--- config.mk ---
export PLATFORM = sky130hd
export DESIGN_NAME = ttl_and_arbiter_rr
export DESIGN_NICKNAME = d
export VERILOG_FILES = /design/src/rtl/ttl_and_arbiter_rr.sv
export SDC_FILE = /design/constraint.sdc
export NUM_CORES = 1
export LEC_CHECK = 0
export BUFFER_PORTS_ARGS = -buffer_cell sky130_fd_sc_hd__buf_2
export CAP_MARGIN = 20
export CELL_PAD_IN_SITES_DETAIL_PLACEMENT = 0
export CELL_PAD_IN_SITES_GLOBAL_PLACEMENT = 2
export CORE_ASPECT_RATIO = 0.7
export CORE_MARGIN = 2
export CORE_UTILIZATION = 30
export DETAILED_ROUTE_END_ITERATION = 8
export PLACE_DENSITY = 0.78
export SLEW_MARGIN = 15
export SYNTH_ARGS = -nofsm -noshare
export SYNTH_HDL_FRONTEND = slang
export SYNTH_SLANG_ARGS = --single-unit
--- constraint.sdc ---
create_clock -name Clk -period 2.2 [get_ports Clk]
set_input_delay 0.11 -clock Clk [delete_from_list [all_inputs] [get_ports Clk]]
set_output_delay 0.11 -clock Clk [all_outputs]
set_load 0.01 [all_outputs]
--- src/rtl/ttl_and_arbiter_rr.sv ---
// Time-shared WIDTH_IN-input AND evaluator serving BLOCKS requesters through a round-robin arbiter.
// Optional feature macro: TTL_ARB_LOCK_EN (adds Lock input so the previous winner can keep the evaluator).
module ttl_and_arbiter_rr #(
  parameter int BLOCKS     = 3,
  parameter int WIDTH_IN   = 3,
  parameter int DELAY_RISE = 0,
  parameter int DELAY_FALL = 0
) (
  input  logic                         Clk,
  input  logic                         Clear_bar,
  input  logic [BLOCKS-1:0]            Req,
`ifdef TTL_ARB_LOCK_EN
  input  logic [BLOCKS-1:0]            Lock,
`endif
  input  logic [BLOCKS*WIDTH_IN-1:0]   A_2D,
  output logic [BLOCKS-1:0]            Grant,
  output logic [BLOCKS-1:0]            Ack,
  output logic [BLOCKS-1:0]            Y,
  output logic                         Busy
);

  localparam int PW = (BLOCKS > 1) ? $clog2(BLOCKS) : 1;
  localparam int NOUT = 3 * BLOCKS + 1;

  localparam logic [1:0] S_IDLE = 2'd0;
  localparam logic [1:0] S_EVAL = 2'd1;
  localparam logic [1:0] S_ACK  = 2'd2;

  logic [1:0]          state_r;
  logic [PW-1:0]       ptr_r;
  logic [PW-1:0]       win_r;
  logic [WIDTH_IN-1:0] cap_r;
  logic [BLOCKS-1:0]   grant_r;
  logic [BLOCKS-1:0]   ack_r;
  logic [BLOCKS-1:0]   y_r;
  logic                busy_r;
  logic                locked_r;

  logic [PW-1:0]       rr_idx_s;
  logic                rr_found_s;
  logic                take_lock_s;
  logic [PW-1:0]       next_win_s;
  logic [WIDTH_IN-1:0] cap_next_s;
  logic                any_req_s;

`ifdef TTL_ARB_LOCK_EN
  logic                prev_valid_r;
`endif

  function automatic logic [BLOCKS-1:0] onehot(input logic [PW-1:0] idx);
    logic [BLOCKS-1:0] v;
    v      = '0;
    v[idx] = 1'b1;
    return v;
  endfunction

  // Round-robin search: first set Req bit at or above the pointer, wrapping to zero.
  always_comb begin
    int  cand;
    logic hit;
    rr_idx_s   = '0;
    rr_found_s = 1'b0;
    cand       = 0;
    hit        = 1'b0;
    for (int off = 0; off < BLOCKS; off++) begin
      cand       = int'(ptr_r) + off;
      cand       = (cand >= BLOCKS) ? (cand - BLOCKS) : cand;
      hit        = !rr_found_s && Req[PW'(cand)];
      rr_idx_s   = hit ? PW'(cand) : rr_idx_s;
      rr_found_s = rr_found_s | hit;
    end
  end

  // Winner selection, including the lock override when that feature is built in.
  always_comb begin
`ifdef TTL_ARB_LOCK_EN
    take_lock_s = prev_valid_r && Req[win_r] && Lock[win_r];
`else
    take_lock_s = 1'b0;
`endif
    next_win_s = take_lock_s ? win_r : rr_idx_s;
    cap_next_s = A_2D[int'(next_win_s)*WIDTH_IN +: WIDTH_IN];
    any_req_s  = |Req;
  end

  // Grant / evaluate / acknowledge sequencer and per-requester result register.
  always_ff @(posedge Clk) begin
    if (!Clear_bar) begin
      state_r  <= S_IDLE;
      ptr_r    <= '0;
      win_r    <= '0;
      cap_r    <= '0;
      grant_r  <= '0;
      ack_r    <= '0;
      y_r      <= '0;
      busy_r   <= 1'b0;
      locked_r <= 1'b0;
    end else begin
      case (state_r)
        S_IDLE: begin
          if (any_req_s) begin
            state_r  <= S_EVAL;
            grant_r  <= onehot(next_win_s);
            win_r    <= next_win_s;
            cap_r    <= cap_next_s;
            busy_r   <= 1'b1;
            locked_r <= take_lock_s;
          end else begin
            state_r  <= S_IDLE;
          end
        end
        S_EVAL: begin
          y_r[win_r] <= &cap_r;
          ack_r      <= grant_r;
          state_r    <= S_ACK;
        end
        S_ACK: begin
          ack_r   <= '0;
          grant_r <= '0;
          busy_r  <= 1'b0;
          state_r <= S_IDLE;
          // A locked win keeps the rotation where it was.
          if (!locked_r) begin
            ptr_r <= (win_r == PW'(BLOCKS - 1)) ? '0 : PW'(win_r + 1'b1);
          end else begin
            ptr_r <= ptr_r;
          end
        end
        default: begin
          state_r <= S_IDLE;
          grant_r <= '0;
          ack_r   <= '0;
          busy_r  <= 1'b0;
        end
      endcase
    end
  end

`ifdef TTL_ARB_LOCK_EN
  // Remembers whether any grant has happened since reset, so lock is inert until then.
  always_ff @(posedge Clk) begin
    if (!Clear_bar) begin
      prev_valid_r <= 1'b0;
    end else if (state_r == S_ACK) begin
      prev_valid_r <= 1'b1;
    end else begin
      prev_valid_r <= prev_valid_r;
    end
  end
`endif

  logic [NOUT-1:0] raw_s;
  logic [NOUT-1:0] dly_s;

  assign raw_s = {grant_r, ack_r, y_r, busy_r};

  // Rise/fall delays are counted in Clk cycles; a level must persist that long to reach the pin.
  if (DELAY_RISE == 0 && DELAY_FALL == 0) begin : g_nodly
    assign dly_s = raw_s;
  end else begin : g_dly
    localparam int DMAX = (DELAY_RISE > DELAY_FALL) ? DELAY_RISE : DELAY_FALL;
    localparam int CW   = $clog2(DMAX + 1);
    for (genvar b = 0; b < NOUT; b++) begin : g_bit
      logic          q_r;
      logic [CW-1:0] cnt_r;
      int            tgt_s;

      // Delay selected by the direction the bit is heading.
      always_comb begin
        tgt_s = raw_s[b] ? DELAY_RISE : DELAY_FALL;
      end

      // Inertial filter: follows the source once it has differed for the selected delay.
      always_ff @(posedge Clk) begin
        if (!Clear_bar) begin
          q_r   <= 1'b0;
          cnt_r <= '0;
        end else if (raw_s[b] == q_r) begin
          cnt_r <= '0;
        end else if (int'(cnt_r) + 1 >= tgt_s) begin
          q_r   <= raw_s[b];
          cnt_r <= '0;
        end else begin
          cnt_r <= cnt_r + 1'b1;
        end
      end

      assign dly_s[b] = (raw_s[b] != q_r && tgt_s == 0) ? raw_s[b] : q_r;
    end
  end

  assign {Grant, Ack, Y, Busy} = dly_s;

endmodule
==> flow_metrics.py <==
metrics = {
    "critical_path": {
        "start_kind": "flip-flop",
        "arrival_ns": 2.24,
        "r2r-start": "ptr_r[1]$_SDFFE_PN0N_",
        "crit_type": "flip-flop to flip-flop",
        "crit_fanout": 5,
        "crit_start": "ptr_r[1]$_SDFFE_PN0N_",
        "worstSetupEndpointType": "flip-flop",
        "critical_path_required_ns": 2.37,
    },
    "clocking": {
        "cts_hold_buf": 0,
        "h-tree-depth": 1,
        "cts_setup_buffers": 0,
        "numClockSinks": 19,
        "path_clk_slew_ns": 0.08,
        "cts-buffers-inserted": 3,
        "insertion_delay_ns": 0.26,
        "cts_tree": "built",
        "root_buffer": "clkbuf_8",
        "clockBufferDepth": 2,
    },
    "grt": {
        "grt_max_degree": 12,
        "grt_usage_pct": 14.2,
        "grt_pass1_vias": 890,
        "grt_pass1_wl_mm": 4.20,
        "overflow": 0,
        "antenna_found_initial": 0,
    },
    "drt": {
        "drt_first_pass_iters": 4,
        "drt_iter0_drc": 54,
        "ant_nets": 0,
        "routed_wl_mm": 2.42,
        "post_drt_wl_per_cell_um": 12.3,
        "vias": 933,
        "via_per_inst": 4.76,
        "drc": 0,
    },
    "flow_run": {
        "max_cap_violations": 0,
    },
    "power": {
        "p_leak_nw": 0.553,
        "max-vdd-ir-drop_v": 0.000293,
        "sequentialPowerShare_pct": 47.6,
        "pwr_density_cell_mw_per_mm2": 655,
        "clock_power_share_pct": 29.3,
        "p_sw_share_pct": 29.6,
        "p_switching_uw": 246,
        "p_comb_share_pct": 23.1,
        "cell_internal_pwr_uw": 587,
    },
    "placement": {
        "place.gp.congestion": 0.861,
        "portBuffers": 23,
        "dp_hpwl_mm": 1.87,
    },
    "layout": {
        "area_growth_pct": 23.9,
        "mostFrequentLayoutCell": "nor2_1",
        "n_antenna_cell": 0,
        "drive_gt1_share_pct": 26.2,
        "layout_common_cells": "nor2_1 (28), buf_2 (23), dfxtp_1 (18)",
        "fin_util_pct": 39.6,
        "nets": 168,
    },
    "floorplanning": {
        "std_cell_rows": 17,
        "core_area_mm2": 0.00321,
        "pin_count": 24,
        "dieArea_mm2": 0.00392,
        "start_util_pct": 32.0,
        "dieWidth_um": 73.9,
        "die_y_um": 53.0,
    },
    "sta": {
        "fin_tns_setup_ns": 0,
        "grt_setup_unrepaired": "no",
        "fin_skew_ns": 0.00511,
        "setup_violations": 0,
        "period_share_pct": 94.3,
        "worst_slew_pin_slew_ns": 0.460,
        "hold_violations": 0,
        "fin_crit_ns": 2.08,
        "max_freq_mhz": 482,
        "maxSlewViolCount": 0,
        "max-slew-margin-rel_pct": 69.3,
    },
    "min_path": {
        "min-delay-start": "A_2D[5]",
        "holdCritPathClass": "input port to flip-flop",
    },
    "synthesis": {
        "synthesis.area_mm2": 0.00103,
        "yosysTopAreaCell": "dfxtp_1",
        "yosysWarnings": 0,
        "synth_area_leaders": "dfxtp_1 (37%), nor2_1 (10%), mux2i_1 (9.7%), ha_1 (4.9%), a21oi_1 (2.9%)",
        "syn_nets": 140,
        "syn_inst": 122,
        "synth_top_area_share_pct": 37.0,
        "syn_avg_cell_area_um2": 8.42,
        "synth.ff_latch_count": 19,
        "yosysSeqAreaShare_pct": 37.0,
        "ys_types": 38,
    },
    "run_status": {
        "outcome": "finished, final reports clean",
    },
}
-- kinds of logic (layout without fill, tap and decap cells) --
family | after synthesis | after routing | synth area share, %
AOI/OAI and AO/OA | 22 | 22 | 16.6
adders and majority gates | 4 | 4 | 4.87
buffers and inverters | 10 | 37 | 4.38
DFF | 19 | 19 | 37.0
muxes | 11 | 11 | 11.2
and+or+nand+nor | 56 | 56 | 25.9
-- critical path, stage by stage, from the launching register on --
cell	delay (ns)
dfxtp_1	0.37
inv_1	0.10
ha_1	0.25
mux2_4	0.32
or2_0	0.22
a211o_1	0.29
o221a_4	0.14
nand4b_1	0.18
o311ai_1	0.11
-- synthesized netlist by cell type --
cell / count
nand2_1: 6
nor2b_1: 4
ha_1: 4
a211oi_1: 1
a32oi_1: 2
inv_1: 6
nand4_1: 1
nor2_1: 28
o311ai_1: 1
a22oi_1: 2
nand3_1: 1
or3_1: 2
a21oi_1: 6
nand4b_1: 1
or2_0: 1
nand2b_1: 3
o22ai_1: 1
dfxtp_1: 19
a31oi_1: 1
or2_1: 1
clkbuf_1: 2
nor3b_1: 1
o2bb2ai_1: 1
o21ai_0: 1
nand3b_1: 1
o221ai_1: 2
mux2i_1: 10
a22o_1: 1
a21bo_2: 1
nor3_1: 3
a211o_1: 1
buf_6: 1
and2b_1: 1
clkinv_1: 1
or2_2: 1
mux2_4: 1
o221a_4: 1
and3_1: 1
-- registers in the layout, summed over array words and instances (netlist names) --
name,cells
Ack,3
Busy,1
Grant,3
Y,3
cap_r,3
ptr_r,2
state_r,2
win_r,2
-- path summary, 6_finish.rpt --
path	end	slack, ns	depth (start not counted)
max	cap_r[2]$_SDFFE_PN0P_	0.12	8
max reg2reg	cap_r[2]$_SDFFE_PN0P_	0.12	8
min reg2reg	Y[2]$_SDFFE_PN0P_	0.45	2
min	cap_r[2]$_SDFFE_PN0P_	0.14	3
-- layout make-up --
class,count,area [um^2]
Fill cell,356,1940
Inverter,7,26.3
Multi-Input combinational cell,93,622
Tap cell,47,58.8
Timing Repair Buffer,26,138
Clock inverter,1,5.00
Sequential cell,19,382
Clock buffer,3,41.3
-- power by group through the flow --
stage	clock, mW	combinational (mW)	sequential, mW
2_1_floorplan	0	0.128	0.400
3_3_place_gp	0	0.184	0.404
3_5_place_dp	0	0.184	0.405
4_1_cts	0.251	0.186	0.397
5_1_grt	0.265	0.217	0.403
6_report	0.244	0.192	0.397
-- routing by layer --
| layer | vias to the layer above | share of wire [%] | track usage (%) |
|---|---|---|---|
| li1 | 483 | - | - |
| met1 | 432 | 56 | 20.7 |
| met2 | 18 | 40 | 20.2 |
| met3 | 0 | 4.7 | 4.57 |
| met4 | 0 | 0 | 2.73 |
| met5 | - | 0 | 0 |
-- through the flow --
step	total power [mW]	cells	area, um^2	setup slack [ns]	hold WS, ns
global placement	0.588	192	1200	0.0886	0.380
finish	0.833	196	1270	0.125	0.137
detailed placement	0.589	192	1200	0.0150	0.389
global route	0.886	196	1270	0.00726	0.158
CTS	0.834	196	1250	0.0532	0.128
floorplan	0.528	122	1030	0.153	0.246
-- what timing repair did --
action,CTS,global route
pin swaps,0,1
setup endpoints to repair,2,3
resized for setup,1,4
Note: power is estimated with default switching activity, not from simulation.
